===== config.mk =====
export PLATFORM = sky130hd
export DESIGN_NAME = axis_acq_sequencer
export DESIGN_NICKNAME = d
export VERILOG_FILES = /design/src/rtl/axis_acq_sequencer_pkg.sv /design/src/rtl/acq_trig_detect.sv /design/src/rtl/axis_acq_sequencer.sv
export SDC_FILE = /design/constraint.sdc
export NUM_CORES = 1
export LEC_CHECK = 0
export ABC_CLOCK_PERIOD_IN_PS = 3200
export BUFFER_PORTS_ARGS = -buffer_cell sky130_fd_sc_hd__clkbuf_2
export CORE_MARGIN = 2
export CORE_UTILIZATION = 45
export DETAILED_ROUTE_END_ITERATION = 10
export PLACE_DENSITY = 0.71
export SLEW_MARGIN = 20
export SYNTH_ARGS = -nofsm -noshare
export SYNTH_HDL_FRONTEND = slang
export SYNTH_SLANG_ARGS = --single-unit

===== constraint.sdc =====
create_clock -name aclk -period 3.2 [get_ports aclk]
set_clock_uncertainty 0.2 [all_clocks]
set_input_delay 0.32 -clock aclk [delete_from_list [all_inputs] [get_ports aclk]]
set_output_delay 0.32 -clock aclk [all_outputs]
set_load 0.03 [all_outputs]

===== src/rtl/axis_acq_sequencer_pkg.sv =====
// Shared types and constants for the acquisition sequencer.
package axis_acq_sequencer_pkg;

  localparam int ACQ_CNTR_WIDTH_DEF = 32;
  localparam int ACQ_COUNT_WIDTH    = 16;

  typedef enum logic [2:0] {
    ST_IDLE    = 3'd0,
    ST_CLEAR   = 3'd1,
    ST_PRETRIG = 3'd2,
    ST_ARMED   = 3'd3,
    ST_CAPTURE = 3'd4,
    ST_DONE    = 3'd5
  } acq_state_t;

  function automatic logic acq_is_busy(input acq_state_t s);
    return (s == ST_CLEAR) || (s == ST_PRETRIG) || (s == ST_ARMED) || (s == ST_CAPTURE);
  endfunction

endpackage


===== src/rtl/acq_trig_detect.sv =====
// Trigger qualifier: rising-edge detect on ext_trigger, OR with sw_trigger,
// gated by arm. Optional macro ACQ_SEQ_TIMEOUT_EN adds an armed-dwell timeout
// that forces a trigger after cfg_timeout cycles (0 disables it).
module acq_trig_detect
  import axis_acq_sequencer_pkg::*;
`ifdef ACQ_SEQ_TIMEOUT_EN
#(
  parameter int CNTR_WIDTH = ACQ_CNTR_WIDTH_DEF
)
`endif
(
  input  logic                  aclk,
  input  logic                  aresetn,
  input  logic                  arm,
  input  logic                  ext_trigger,
  input  logic                  sw_trigger,
`ifdef ACQ_SEQ_TIMEOUT_EN
  input  logic [CNTR_WIDTH-1:0] cfg_timeout,
  output logic                  trig_forced,
`endif
  output logic                  trig_event
);

  logic ext_trigger_p1;
  logic ext_rise;

  // Previous ext_trigger level, tracked in every state so a level already high on arming is not an edge.
  always_ff @(posedge aclk or negedge aresetn) begin
    if (!aresetn) begin
      ext_trigger_p1 <= 1'b0;
    end else begin
      ext_trigger_p1 <= ext_trigger;
    end
  end

  assign ext_rise = ext_trigger & ~ext_trigger_p1;

`ifdef ACQ_SEQ_TIMEOUT_EN
  logic [CNTR_WIDTH-1:0] tmo_cnt;
  logic                  tmo_hit;

  // Cycles spent armed; restarts whenever the sequencer leaves ARMED.
  always_ff @(posedge aclk or negedge aresetn) begin
    if (!aresetn) begin
      tmo_cnt <= '0;
    end else if (arm) begin
      tmo_cnt <= tmo_cnt + 1'b1;
    end else begin
      tmo_cnt <= '0;
    end
  end

  // Fires on the cfg_timeout-th armed cycle, so the capture starts cfg_timeout cycles after arming.
  assign tmo_hit     = (cfg_timeout != '0) && (tmo_cnt == cfg_timeout - 1'b1);
  assign trig_forced = arm & tmo_hit & ~(ext_rise | sw_trigger);
  assign trig_event  = arm & (ext_rise | sw_trigger | tmo_hit);
`else
  assign trig_event  = arm & (ext_rise | sw_trigger);
`endif

endmodule


===== src/rtl/axis_acq_sequencer.sv =====
// Acquisition sequencer for a circular-buffer packetizer: clear, pre-trigger
// fill, arm, capture, publish start position. Optional macro
// ACQ_SEQ_TIMEOUT_EN adds the ARMED timeout and the forced_trig status port.
module axis_acq_sequencer
  import axis_acq_sequencer_pkg::*;
#(
  parameter int CNTR_WIDTH = ACQ_CNTR_WIDTH_DEF,
  parameter int CLR_CYCLES = 4
) (
  input  logic                       aclk,
  input  logic                       aresetn,
  input  logic [CNTR_WIDTH-1:0]      cfg_pretrig,
  input  logic [CNTR_WIDTH-1:0]      cfg_posttrig,
  input  logic [CNTR_WIDTH-1:0]      cfg_timeout,
  input  logic                       start,
  input  logic                       abort,
  input  logic                       ext_trigger,
  input  logic                       sw_trigger,
  input  logic                       beat_strobe,
  input  logic                       pkt_complete,
  input  logic [CNTR_WIDTH-1:0]      pkt_trigger_pos,
  output logic                       pkt_aresetn,
  output logic                       pkt_trigger,
  output logic [CNTR_WIDTH-1:0]      pkt_cfg_data,
  output logic                       busy,
  output logic                       done,
  output logic [CNTR_WIDTH-1:0]      start_pos,
`ifdef ACQ_SEQ_TIMEOUT_EN
  output logic                       forced_trig,
`endif
  output logic [ACQ_COUNT_WIDTH-1:0] acq_count
);

  localparam int              CLR_W    = (CLR_CYCLES > 1) ? $clog2(CLR_CYCLES) : 1;
  localparam logic [CLR_W-1:0] CLR_LAST = CLR_W'(CLR_CYCLES - 1);

  acq_state_t            state;
  acq_state_t            state_n;
  logic [CLR_W-1:0]      clr_cnt;
  logic [CNTR_WIDTH-1:0] beat_cnt;
  logic                  arm;
  logic                  trig_event;
  logic                  entering_clear;
  logic                  finishing;

  // Oldest-sample position: trigger position minus the pre-trigger depth, modulo the counter width.
  function automatic logic [CNTR_WIDTH-1:0] wrap_sub(input logic [CNTR_WIDTH-1:0] a,
                                                     input logic [CNTR_WIDTH-1:0] b);
    return a - b;
  endfunction

  assign arm = (state == ST_ARMED);

`ifdef ACQ_SEQ_TIMEOUT_EN
  logic trig_forced;

  acq_trig_detect #(
    .CNTR_WIDTH (CNTR_WIDTH)
  ) u_trig (
    .aclk        (aclk),
    .aresetn     (aresetn),
    .arm         (arm),
    .ext_trigger (ext_trigger),
    .sw_trigger  (sw_trigger),
    .cfg_timeout (cfg_timeout),
    .trig_forced (trig_forced),
    .trig_event  (trig_event)
  );
`else
  logic unused_cfg_timeout;
  assign unused_cfg_timeout = ^cfg_timeout;

  acq_trig_detect u_trig (
    .aclk        (aclk),
    .aresetn     (aresetn),
    .arm         (arm),
    .ext_trigger (ext_trigger),
    .sw_trigger  (sw_trigger),
    .trig_event  (trig_event)
  );
`endif

  // State register.
  always_ff @(posedge aclk or negedge aresetn) begin
    if (!aresetn) begin
      state <= ST_IDLE;
    end else begin
      state <= state_n;
    end
  end

  // Next-state logic; abort takes priority over every other request.
  always_comb begin
    state_n = state;
    case (state)
      ST_IDLE:    if (start && !abort)              state_n = ST_CLEAR;
      ST_CLEAR:   if (abort)                        state_n = ST_IDLE;
                  else if (clr_cnt == CLR_LAST)     state_n = ST_PRETRIG;
      ST_PRETRIG: if (abort)                        state_n = ST_IDLE;
                  else if (beat_cnt >= cfg_pretrig) state_n = ST_ARMED;
      ST_ARMED:   if (abort)                        state_n = ST_IDLE;
                  else if (trig_event)              state_n = ST_CAPTURE;
      ST_CAPTURE: if (abort)                        state_n = ST_IDLE;
                  else if (pkt_complete)            state_n = ST_DONE;
      ST_DONE:    if (abort)                        state_n = ST_IDLE;
                  else if (start)                   state_n = ST_CLEAR;
      default:                                      state_n = ST_IDLE;
    endcase
  end

  assign entering_clear = (state_n == ST_CLEAR) && (state != ST_CLEAR);
  assign finishing      = (state == ST_CAPTURE) && (state_n == ST_DONE);

  // Clear-duration and pre-trigger beat counters, both idle at zero outside their state.
  always_ff @(posedge aclk or negedge aresetn) begin
    if (!aresetn) begin
      clr_cnt  <= '0;
      beat_cnt <= '0;
    end else begin
      clr_cnt <= (state == ST_CLEAR) ? clr_cnt + 1'b1 : '0;
      if (state == ST_PRETRIG) begin
        if (beat_strobe) beat_cnt <= beat_cnt + 1'b1;
      end else begin
        beat_cnt <= '0;
      end
    end
  end

  // Registered outputs derived from the state being entered.
  always_ff @(posedge aclk or negedge aresetn) begin
    if (!aresetn) begin
      pkt_aresetn  <= 1'b0;
      pkt_trigger  <= 1'b0;
      pkt_cfg_data <= '0;
      busy         <= 1'b0;
      done         <= 1'b0;
      start_pos    <= '0;
      acq_count    <= '0;
    end else begin
      pkt_aresetn <= !((state_n == ST_IDLE) || (state_n == ST_CLEAR));
      busy        <= acq_is_busy(state_n);
      done        <= (state_n == ST_DONE);
      if (entering_clear) pkt_cfg_data <= cfg_posttrig;
      // Sticky until the next clear; an abort from an active state also drops it.
      if (state_n == ST_CAPTURE) begin
        pkt_trigger <= 1'b1;
      end else if ((state_n == ST_CLEAR) || (acq_is_busy(state) && (state_n == ST_IDLE))) begin
        pkt_trigger <= 1'b0;
      end
      if (finishing) begin
        start_pos <= wrap_sub(pkt_trigger_pos, cfg_pretrig);
        acq_count <= acq_count + 1'b1;
      end
    end
  end

`ifdef ACQ_SEQ_TIMEOUT_EN
  // Sticky record that the last capture was started by the timeout, not a real trigger.
  always_ff @(posedge aclk or negedge aresetn) begin
    if (!aresetn) begin
      forced_trig <= 1'b0;
    end else if (entering_clear) begin
      forced_trig <= 1'b0;
    end else if (arm && (state_n == ST_CAPTURE) && trig_forced) begin
      forced_trig <= 1'b1;
    end
  end
`endif

endmodule


# Word-level counts from Yosys, hierarchy flattened
# Cells that the tools add are included.
# classes
add_sub_neg	4
n_mul	0
div	0
n_lt_le_gt_ge	1
n_eq_ne	13
n_shift	0
n_mux	17
bitwise_logic	4
reduce_logical	17
# op_table
operator	n
32-bit 2-to-1 mux	2
3-bit 2-to-1 mux	11
32-bit by 1-bit adder with 32-bit output, second input constant	1
32-bit >= comparator	1
32-bit subtractor	1
3-bit one-hot mux with 6 select lines	1
16-bit by 1-bit adder with 16-bit output, second input constant	1
3-bit by 2-bit == test with 1-bit output, second input constant	4
3-bit == test, second input constant	4
1-bit logical OR	8
3-bit by 1-bit == test with 1-bit output, second input constant	2
3-bit zero test	2
1-bit logical AND	4
3-bit by 1-bit inequality test with 1-bit output, second input constant	1
2-bit by 1-bit adder with 2-bit output, second input constant	1
1-bit bitwise AND	2
2-bit == test, second input constant	1
1-bit zero test	2
1-bit 2-to-1 mux	2
2-bit 2-to-1 mux	1
2-bit inequality test, second input constant	1
2-bit nonzero test	1
1-bit inverter	1
1-bit OR	1
# word_totals
ff_bits	122
latch_bits	0
ramBits	0
romBits	0
in_bits	136
mem_count	0

# Logic depth before layout (Yosys ltp)
# depth
word_depth	12
ltp_mapped	11
depth_no_buf	11

# Hierarchy
# A second synthesis with hierarchy kept.
# hier_totals
cells_unflattened	782
hier_area_um2	7562.3
# by_module_without_submodules
module	n_inst	cells_each	area_per_inst_um2	seq_area_each_um2
axis_acq_sequencer	1	779	7516.0	3027.9
acq_trig_detect	1	3	46.3	25.0

# Worst setup path after synthesis
# No wires, ideal clock.
# synth_timing
kind	input-to-reg
startpoint	in pkt_trigger_pos[0]
endpoint	reg start_pos[24]
setup_time_ns	0.122
arrival_time_ns	2.256
required_time_ns	2.878
setup_slack_ns	0.622
cell_stages	11
path_buffers	0
path_cell_list	inv_1 -> ha_1 -> fa_1 -> nor2b_4 -> o31a_1 -> o41ai_2 -> o21a_2 -> a31oi_4 -> a31o_1 -> mux2i_1 -> nand2_1
# synth_between
elab_chain_cells	1
# synth_rtl
item	line	source
start, declared	axis_acq_sequencer.sv:21	input logic [CNTR_WIDTH-1:0] pkt_trigger_pos,
32-bit subtractor	axis_acq_sequencer.sv:49	return a - b;
end signal, assigned	axis_acq_sequencer.sv:151	start_pos <= wrap_sub(pkt_trigger_pos, cfg_pretrig);
end, declared	axis_acq_sequencer.sv:27	output logic [CNTR_WIDTH-1:0] start_pos,
# Every way passes these cells.
# A chain may end at the register's enable or synchronous reset.

# Worst setup path in the final report
# layout_timing
startpoint	reg beat_cnt[25]
endpoint	reg pkt_cfg_data[11]
# layout_between
elab_chain_cells	6
# layout_rtl
item	line	source
start, declared	axis_acq_sequencer.sv:40	logic [CNTR_WIDTH-1:0] beat_cnt;
start signal, assigned	axis_acq_sequencer.sv:122	if (beat_strobe) beat_cnt <= beat_cnt + 1'b1;
32-bit >= comparator	axis_acq_sequencer.sv:100	else if (beat_cnt >= cfg_pretrig) state_n = ST_ARMED;
3-bit 2-to-1 mux	axis_acq_sequencer.sv:100	
3-bit 2-to-1 mux	axis_acq_sequencer.sv:99	ST_PRETRIG: if (abort) state_n = ST_IDLE;
3-bit one-hot mux with 6 select lines	axis_acq_sequencer.sv:95	case (state)
3-bit by 1-bit == test with 1-bit output	axis_acq_sequencer.sv:111	assign entering_clear = (state_n == ST_CLEAR) && (state != ST_CLEAR);
1-bit logical AND	axis_acq_sequencer.sv:111	
end signal, assigned	axis_acq_sequencer.sv:143	if (entering_clear) pkt_cfg_data <= cfg_posttrig;
end, declared	axis_acq_sequencer.sv:24	output logic [CNTR_WIDTH-1:0] pkt_cfg_data,
# Every way passes these cells.

==> run metrics <==
max-cap violations 0; detailed placer's ending HPWL 14.49 mm; Initial Util 45.96%; Slew HR 30.30%; htree depth 4; Iteration-0 DRC Markers 277; leakage power 4.981 nW; Max Freq 0.3444 GHz; TritonCTS clock tree done; post-synthesis register bit count 122; post-DR wirelength/cell 15.23 um; number of fill cells in the layout 1492; top post-synthesis cells by area dfrtp_1, ha_1, nand2_1; GP Congestion 0.9365; CTS Buf Count 17; clk_lat worst skew 0.42 ns; post-synthesis cell type count 62; post-synthesis sequential area ratio 40.06%; sw frac 33.05%; reg2reg setup slack 0.30 ns; top-count cell post-synth dfrtp_1; Setup TNS Final 0 ns; Seq pwr share 35.6%; Slew Limit Fails 0; Synth top cells by count dfrtp_1, nand2_1, ha_1; CTS Buffer Depth 2; Worst VDD drop 0.0003904 V; first-pass GRT wire length 31.43 mm; Logic pwr share 25.6%; Port Buffers 187; outcome complete, no violations; synthesized instance count 811; share of layout cells above drive strength 1 25.84%; CTS sink cnt 122; die height 134.1 um; final wirelength 19.27 mm; Die Wd 134.1 um; Slowest Stage Delay on Critical Path 0.41 ns; number of detailed-route iterations in the first pass 5; initial antenna violation count 0; CP endpoint kind register; DR vias 6607; Synthesis Warnings 0; grt ovf 0; Avg Synthesized Cell Area 9.397 um^2; num rows 47; ANT nets after route 0; Syn Nets 1014; Total GRT Usage 21.96%; Synth area leader dfrtp_1; final setup fails 0; DRC viols 0; Pint 3.384 mW; CP Class reg -> reg; CP startpoint kind register; HP Class in -> reg; mapped cell area 0.007621 mm^2; dominant synthesized flop cell dfrtp_1; FFs w/ async S/R, synth 100.0%; minimum clock period 2.903 ns; routed vias/inst 5.223; vias in the first global route 6425; Area Overhead vs Synth 28.16%; Layout Nets 1235; Ant. Diodes 0; Worst Tran Pin Value 1.046 ns; pwr dens 517.5 mW/mm^2; Hold Slack 0.03133 ns; # IOs 220; NetSw 1.670 mW; root buf cell clkbuf_16; number of synthesized flops with an enable pin 0; largest net degree at the start of global routing 69; RSZ-0062 raised after global routing false; clock network power share 38.7%; final hold vios 0; Util after Layout 58.90%; Arr. time, crit path 3.00 ns; Period Utilization, post-route 90.73%; CP max-delay cell dfrtp_1; Synth top area share 40.06%; Critical Path RT 3.30 ns; core area 0.01658 mm^2; die area 0.01799 mm^2; Worst Path Max Fanout 17; CP Cell Sequence ha_1, a21oi_1, o21ai_0, a221oi_1, nand2_1, a32o_2, o221ai_4, buf_8, mux2_2; Worst-path clk slew 0.06 ns
worst max-delay path: cells and delay by family, from the launching register on:
family,cells,cell delay (ns)
AO/OA/AOI/OAI,5,1.16
flip-flops,1,0.41
multiplexers,1,0.35
adder cells (fa/ha/maj),1,0.30
AND/OR/NAND/NOR,1,0.09
buffers and inverters,1,0.25
power groups by stage:
stage | clock (mW) | combinational [mW] | sequential, mW
3_3_place_gp | 0 | 1.24 | 1.81
6_report | 1.96 | 1.30 | 1.80
2_1_floorplan | 0 | 0.516 | 2.16
4_1_cts | 2.00 | 1.29 | 1.79
3_5_place_dp | 0 | 1.25 | 1.82
5_1_grt | 2.07 | 1.40 | 1.82
cell type report:
class                      count  area (um^2)  area share, %
clock buffer                  17        425.4          4.356
multi-input combinational    617         4289          43.91
tap                          220        275.3          2.818
clock inverter                15        178.9          1.832
sequential                   122         3053          31.26
inverter                      47        176.4          1.806
timing repair buffer         227         1369          14.01
state kept, by name (all words and copies together) (netlist names):
register,count
acq_count,16
pkt_aresetn,1
done,1
clr_cnt,2
pkt_trigger,1
state,3
start_pos,32
pkt_cfg_data,32
busy,1
u_trig.ext_trigger_p1,1
beat_cnt,32
layout by cell type (no fill, tap or decap), types with 6 or more instances in the layout:
master,n
xnor2_1,30
nand4_1,18
and4_1,6
nand3_1,19
and3_1,19
dfrtp_1,122
or3_1,9
nand2b_1,6
nor3_1,14
clkbuf_16,17
a21oi_1,52
xor2_1,36
mux2_2,32
o21ai_0,56
dlygate4sd3_1,34
nand2_1,102
nor2b_1,6
clkbuf_2,186
nor2_1,51
inv_1,47
ha_1,66
a21o_1,27
stage by stage:
stage / setup slack [ns] / total power, mW / cell area [um^2] / cells
finish: 0.2966 / 5.055 / 9767 / 1265
CTS: 0.3606 / 5.086 / 9752 / 1264
global route: 0.1457 / 5.285 / 9767 / 1265
floorplan: 0.6223 / 2.672 / 7621 / 811
detailed placement: 0.3029 / 3.073 / 8807 / 1198
global placement: 0.3324 / 3.049 / 8807 / 1198
routing by layer:
metal	part of all wire, %	global-route usage [%]	vias up	routed length, um
met5	0	0	-	0
met4	2.0	8.070	0	381
met3	4.9	3.741	29	935
met2	46	36.04	190	8907
met1	47	29.32	3065	9042
li1	-	-	3323	-
path summary, 6_finish.rpt:
kind | startpoint | end | depth (start not counted)
hold / removal | beat_strobe | beat_cnt[0] | 3
min in group asynchronous | aresetn | beat_cnt[0] | 2
max in group asynchronous | aresetn | beat_cnt[15] | 3
setup reg to reg | beat_cnt[25] | pkt_cfg_data[11] | 9
setup / recovery | beat_cnt[25] | pkt_cfg_data[11] | 9
hold reg to reg | clr_cnt[0] | clr_cnt[0] | 1
logic make-up (layout without fill, tap and decap cells):
logic type	count (synthesis)	in the layout	share of synthesized area [%]
fa+ha+maj	67	67	11.10
buf+inv	72	306	3.809
xor+xnor	66	66	7.585
mux	38	38	5.533
flops	122	122	40.06
simple gates	265	265	16.89
compound gates	181	181	15.02
timing repair:
item                                   CTS  global route
resized for setup                        0             0
hold buffers                            34             0
endpoints found under the hold margin   85             0
buffers inserted                         0             0
(Power assumes the default switching activity.)
